--- config.mk ---
export PLATFORM = sky130hd
export DESIGN_NAME = bcd_counter_4digit_flat
export DESIGN_NICKNAME = d
export VERILOG_FILES = /design/src/rtl/display_pkg.sv /design/src/rtl/bcd_counter_4digit_if.sv /design/src/rtl/button_debounce.sv /design/src/rtl/bcd_counter_4digit.sv /design/src/flat_wrapper.sv
export SDC_FILE = /design/constraint.sdc
export NUM_CORES = 1
export LEC_CHECK = 0
export BUFFER_PORTS_ARGS = -buffer_cell sky130_fd_sc_hd__buf_2
export CORE_MARGIN = 1.5
export CORE_UTILIZATION = 30
export DETAILED_ROUTE_END_ITERATION = 8
export GPL_TIMING_DRIVEN = 0
export PLACE_DENSITY = 0.49
export SLEW_MARGIN = 20
export SYNTH_ARGS = -nofsm -noshare
export SYNTH_HDL_FRONTEND = slang
export SYNTH_SLANG_ARGS = --single-unit
--- constraint.sdc ---
create_clock -name clock -period 5.8 [get_ports clock]
set_clock_uncertainty 0.15 [all_clocks]
set_input_delay 0 -clock clock [delete_from_list [all_inputs] [get_ports clock]]
set_output_delay 0 -clock clock [all_outputs]
set_load 0.05 [all_outputs]
--- src/rtl/display_pkg.sv ---
// Shared types and constants for the BCD counter / seven-segment display path.
package display_pkg;

    localparam int BCD_W      = 4;
    localparam int NUM_DIGITS = 4;

    typedef logic [BCD_W-1:0] bcd_t;

    localparam bcd_t BCD_MAX = 4'd9;

    typedef enum logic [1:0] {
        STABLE_LO,
        WAIT_HI,
        STABLE_HI,
        WAIT_LO
    } debounce_state_e;

endpackage

--- src/rtl/bcd_counter_4digit_if.sv ---
// Board-side signal bundle of the BCD counter: raw buttons and switches in, BCD digits out.
interface bcd_counter_4digit_if;
    import display_pkg::*;

    logic                        inc_btn;
    logic                        dec_btn;
    logic                        load_btn;
    logic [NUM_DIGITS*BCD_W-1:0] load_val;
    logic [NUM_DIGITS*BCD_W-1:0] digits;
    logic                        wrapped;

    modport master (
        output inc_btn, dec_btn, load_btn, load_val,
        input  digits, wrapped
    );

    modport slave (
        input  inc_btn, dec_btn, load_btn, load_val,
        output digits, wrapped
    );

endinterface

--- src/rtl/button_debounce.sv ---
// Raw push-button conditioner: 2-flop synchronizer, 4-state debounce FSM and
// a single-cycle press pulse on the debounced rising edge.
module button_debounce
    import display_pkg::*;
#(
    parameter int DEBOUNCE_BITS = 17
) (
    input  logic clock,
    input  logic reset,
    input  logic raw,
    output logic level,
    output logic press
);

    // The Nth consecutive cycle is reached when the counter (started at 0) hits N-2.
    localparam logic [DEBOUNCE_BITS-1:0] CNT_LAST = DEBOUNCE_BITS'((1 << DEBOUNCE_BITS) - 2);

    logic [1:0]               sync_q;
    logic                     synced;
    debounce_state_e          state_q, state_d;
    logic [DEBOUNCE_BITS-1:0] count_q, count_d;
    logic                     level_q, level_d;
    logic                     press_q, press_d;

    assign synced = sync_q[1];

    // NOTE: sequential state uses non-blocking assignments so every flop samples pre-edge values.
    always_ff @(posedge clock or posedge reset) begin
        if (reset) begin
            sync_q  <= '0;
            state_q <= STABLE_LO;
            count_q <= '0;
            level_q <= 1'b0;
            press_q <= 1'b0;
        end else begin
            sync_q  <= {sync_q[0], raw};
            state_q <= state_d;
            count_q <= count_d;
            level_q <= level_d;
            press_q <= press_d;
        end
    end

    // NOTE: every output of this block is defaulted first so no path can infer a latch.
    always_comb begin
        state_d = state_q;
        count_d = count_q;
        level_d = level_q;
        press_d = 1'b0;
        unique case (state_q)
            STABLE_LO: begin
                if (synced) begin
                    state_d = WAIT_HI;
                    count_d = '0;
                end
            end
            WAIT_HI: begin
                if (!synced) begin
                    state_d = STABLE_LO;
                end else if (count_q == CNT_LAST) begin
                    state_d = STABLE_HI;
                    level_d = 1'b1;
                    press_d = 1'b1;
                end else begin
                    count_d = count_q + DEBOUNCE_BITS'(1);
                end
            end
            STABLE_HI: begin
                if (!synced) begin
                    state_d = WAIT_LO;
                    count_d = '0;
                end
            end
            WAIT_LO: begin
                if (synced) begin
                    state_d = STABLE_HI;
                end else if (count_q == CNT_LAST) begin
                    state_d = STABLE_LO;
                    level_d = 1'b0;
                end else begin
                    count_d = count_q + DEBOUNCE_BITS'(1);
                end
            end
            default: state_d = STABLE_LO;
        endcase
    end

    assign level = level_q;
    assign press = press_q;

endmodule

--- src/rtl/bcd_counter_4digit.sv ---
// Four-digit BCD up/down counter driven by debounced inc/dec/load buttons;
// load has priority, simultaneous inc and dec cancel.
module bcd_counter_4digit
    import display_pkg::*;
#(
    parameter int DEBOUNCE_BITS = 17
) (
    input  logic                 clock,
    input  logic                 reset,
    bcd_counter_4digit_if.slave  bus
);

    logic inc_level, dec_level, load_level;
    logic inc_p, dec_p, load_p;

    button_debounce #(.DEBOUNCE_BITS(DEBOUNCE_BITS)) u_inc_db (
        .clock(clock), .reset(reset), .raw(bus.inc_btn),  .level(inc_level),  .press(inc_p)
    );
    button_debounce #(.DEBOUNCE_BITS(DEBOUNCE_BITS)) u_dec_db (
        .clock(clock), .reset(reset), .raw(bus.dec_btn),  .level(dec_level),  .press(dec_p)
    );
    button_debounce #(.DEBOUNCE_BITS(DEBOUNCE_BITS)) u_load_db (
        .clock(clock), .reset(reset), .raw(bus.load_btn), .level(load_level), .press(load_p)
    );

    logic [NUM_DIGITS*BCD_W-1:0] digits_q, digits_d;
    logic                        wrapped_q, wrapped_d;
    logic                        carry;
    bcd_t                        dig;

    always_comb begin
        digits_d  = digits_q;
        wrapped_d = wrapped_q;
        carry     = 1'b1;
        dig       = '0;
        if (load_p) begin
            for (int i = 0; i < NUM_DIGITS; i++) begin
                dig = bus.load_val[i*BCD_W +: BCD_W];
                digits_d[i*BCD_W +: BCD_W] = (dig > BCD_MAX) ? BCD_MAX : dig;
            end
            wrapped_d = 1'b0;
        end else if (inc_p ^ dec_p) begin
            // Ripple from the least significant digit; carry doubles as borrow.
            for (int i = 0; i < NUM_DIGITS; i++) begin
                dig = digits_q[i*BCD_W +: BCD_W];
                if (carry) begin
                    if (inc_p) begin
                        if (dig == BCD_MAX) begin
                            digits_d[i*BCD_W +: BCD_W] = '0;
                        end else begin
                            digits_d[i*BCD_W +: BCD_W] = dig + 4'd1;
                            carry = 1'b0;
                        end
                    end else begin
                        if (dig == '0) begin
                            digits_d[i*BCD_W +: BCD_W] = BCD_MAX;
                        end else begin
                            digits_d[i*BCD_W +: BCD_W] = dig - 4'd1;
                            carry = 1'b0;
                        end
                    end
                end
            end
            if (carry) wrapped_d = 1'b1;
        end
    end

    always_ff @(posedge clock or posedge reset) begin
        if (reset) begin
            digits_q  <= '0;
            wrapped_q <= 1'b0;
        end else begin
            digits_q  <= digits_d;
            wrapped_q <= wrapped_d;
        end
    end

    assign bus.digits  = digits_q;
    assign bus.wrapped = wrapped_q;

endmodule
--- src/flat_wrapper.sv ---
// flat-port wrapper written by rule: the top's interface ports become plain ports
module bcd_counter_4digit_flat import display_pkg::*;
#(
    parameter int DEBOUNCE_BITS = 17
)
  (clock, reset, bus_inc_btn, bus_dec_btn, bus_load_btn, bus_load_val, bus_digits, bus_wrapped);
  bcd_counter_4digit_if bus_i ();
  input  logic clock;
  input  logic reset;
  input wire logic [$bits(bus_i.inc_btn)-1:0] bus_inc_btn;
  input wire logic [$bits(bus_i.dec_btn)-1:0] bus_dec_btn;
  input wire logic [$bits(bus_i.load_btn)-1:0] bus_load_btn;
  input wire logic [$bits(bus_i.load_val)-1:0] bus_load_val;
  output wire logic [$bits(bus_i.digits)-1:0] bus_digits;
  output wire logic [$bits(bus_i.wrapped)-1:0] bus_wrapped;
  assign bus_i.inc_btn = bus_inc_btn;
  assign bus_i.dec_btn = bus_dec_btn;
  assign bus_i.load_btn = bus_load_btn;
  assign bus_i.load_val = bus_load_val;
  assign bus_digits = bus_i.digits;
  assign bus_wrapped = bus_i.wrapped;
  bcd_counter_4digit #(.DEBOUNCE_BITS(DEBOUNCE_BITS)) u_core (.clock(clock), .reset(reset), .bus(bus_i));
endmodule
==> reports/metrics.cfg <==
[run_status]
status = finished, final reports clean

[synth]
ys_seq_area_frac = 0.410
synth_top_area_share = 0.410
async_reset_ff_frac = 1.00
netlist_area_um2 = 5060
yosysTopAreaCell = dfrtp_1
ys_ff_latch = 83
synth_ff_type = dfrtp_1
synthTopCellsByArea = dfrtp_1 41%, o21ai_0 3.8%, nand2_1 3.5%
yosysWarnings = 0
ys_types = 62
syn_area_per_cell_um2 = 8.83
postSynthCellCount = 573
synth_nets = 600
synth_edf_count = 0

[critical_path]
r2r_cells = 5
cp_slowest_stage_delay_ps = 590
r2r_setup_slack_ps = 3470
cp_max_fo = 10
cp_top_family = buffers and inverters
startpoint_type = flop
critPathKind = flop to flop
cp-end-kind = flop
timing.rr.start = u_core.u_load_db.press
required_ps = 5920
worstPathArrival_ps = 2450
crit_chain = buf_1 -> clkbuf_1 -> o21ai_0 -> dlygate4sd3_1 -> o21ai_1
path_buf_inv = 3
regToRegEndpoint = u_core.bus.digits[12]
cp_slowest_cell = dlygate4sd3_1

[floorplanning]
start_util = 0.306
die_x_um = 133
dieHeight_um = 133
rows = 47
io_pins = 38
core_um2 = 16500
dieArea_um2 = 17700

[global_routing]
grt_pass1_vias = 4362
grt.total_usage = 0.151
grt_pass1_wl_um = 21700
grt_max_degree = 56
overflow = 0
grt_antenna_before_repair = 0

[drt]
via_per_inst = 5.21
drt-wirelength-per-cell_um = 14.3
routed_wl_um = 12500
drt_iter0_drc = 433
drc = 0
dr.pass1.iters = 5
num_vias = 4552
antenna_left = 0

[final_layout]
drive_gt1_frac = 0.116
fin_util = 0.373
fin_cells = 874
final_common_cell = dfrtp_1
fill_cells = 1694
final_cell_mix = 83 x dfrtp_1, 47 x nand2_1, 46 x buf_2, 46 x nor2_1, 38 x o21ai_0
antenna_cells = 0
design_area_um2 = 6160
syn_to_final_growth_pct = 21.7
fin_nets = 677

[place]
place_area_um2 = 5550
placed_cells = 831
dpl.hpwl_um = 8610
gp_congestion = 0.818
dp_slack_ps = 3590
port_buffers = 37

[clock_tree]
path_clk_slew_ps = 60
cts_buffers = 9
cts_num_sinks = 83
cts_buffer_depth = 2
cts_tree = done
clockRootBuffer = clkbuf_16
clkLatencyLatePin_ps = 350
htree_levels = 3

[timing]
rsz0062_at_grt = false
tns_ps = 0
slew_violations = 0
clock.fmax_ghz = 0.429
setup_slack_ps = 3470
period_needed_ps = 2330
fin_hold_ws_ps = 57.5
fin_crit_sh = 0.402
hold_viol_final = 0
slew-limit-headroom = 0.541
tightest_slew_ps = 686
setup_viol = 0

[pwr]
peakVddDrop_v = 0.000155
powerDensity_nw_per_um2 = 222
p_total_mw = 1.37
leakagePower_nw = 2.51

[min_path]
hp-class = primary input to async pin

[job]
cap_violations = 0

-- kinds of logic (layout without fill, tap and decap cells) --
logic type | count (synthesis) | count (layout) | share of synthesized area
buf+inv | 57 | 138 | 0.0460
flops | 83 | 83 | 0.410
fa+ha+maj | 6 | 6 | 0.0148
compound gates | 143 | 143 | 0.187
xor+xnor | 30 | 30 | 0.0519
mux | 16 | 16 | 0.0321
simple gates | 238 | 238 | 0.258
-- area by class of cell --
cell class / instances / area [µm²] / share of cell area
buffer: 34 / 146 / 0.0238
clock buffer: 11 / 253 / 0.0410
clock inverter: 4 / 73.8 / 0.0120
inverter: 23 / 88.8 / 0.0144
multi-input combinational: 433 / 2750 / 0.447
sequential: 83 / 2080 / 0.337
tap: 220 / 275 / 0.0447
timing repair buffer: 66 / 493 / 0.0800
-- flip-flops by register name, summed over array words and instances (netlist names), 2 cells and up, named ones only --
signal                    cells
u_core.u_dec_db.count_q      17
u_core.u_dec_db.sync_q        2
u_core.bus.digits            16
u_core.u_inc_db.count_q      17
u_core.u_load_db.count_q     17
u_core.u_inc_db.sync_q        2
u_core.u_load_db.sync_q       2
-- synthesized netlist by cell type (6+ instances only) --
library cell  count
nand4_1          23
and4_1           11
o21ai_0          38
ha_1              6
nor4_1            7
inv_1            23
a22o_1            7
o21ai_1          14
nand3b_1         11
xnor2_1          12
a21oi_1          20
a211oi_1          6
nand2_1          47
nor2_1           46
xor2_1           18
buf_2             9
dfrtp_1          83
mux2i_1          14
nand2b_1          6
a31oi_1           8
and3_1           11
nand3_1          31
o31ai_1           8
o211ai_1          8
clkbuf_1         22
nor3_1           15
-- repair_timing --
item	CTS	global route
setup buffers	0	0
hold buffers	28	0
gates resized for setup	0	0
hold endpoints to repair	102	0
-- metal layers --
layer,up-vias,GRT usage,routed length [µm]
li1,2276,-,-
met2,80,0.232,5710
met3,18,0.0333,410
met1,2178,0.208,6120
met5,-,0,0
met4,0,0.0562,248
-- worst reg2reg max path, delay by kind of cell, from the launching register on --
kind                   cells  cell delay [ps]
AO/OA/AOI/OAI              2              240
buffers and inverters      3             1470
flip-flops                 1              400
-- worst max path at each step --
stage,from,to,cells past startpoint
after floorplan,reset,async pin,1
after global placement,reset,u_core.bus.digits[8],2
after detailed placement,u_core.u_dec_db.count_q[0],u_core.u_dec_db.count_q[4],8
after CTS,u_core.u_load_db.press,u_core.bus.digits[12],5
after global routing,u_core.u_load_db.press,u_core.bus.digits[12],5
final,u_core.u_load_db.press,u_core.bus.digits[12],5
-- power by group --
part	internal (mW)	total, mW	switching (mW)
sequential	0.598	0.619	0.0215
clock	0.399	0.642	0.244
combinational	0.0431	0.105	0.0624
total	1.04	1.37	0.327
No activity file was read; power rests on OpenSTA's default activity.
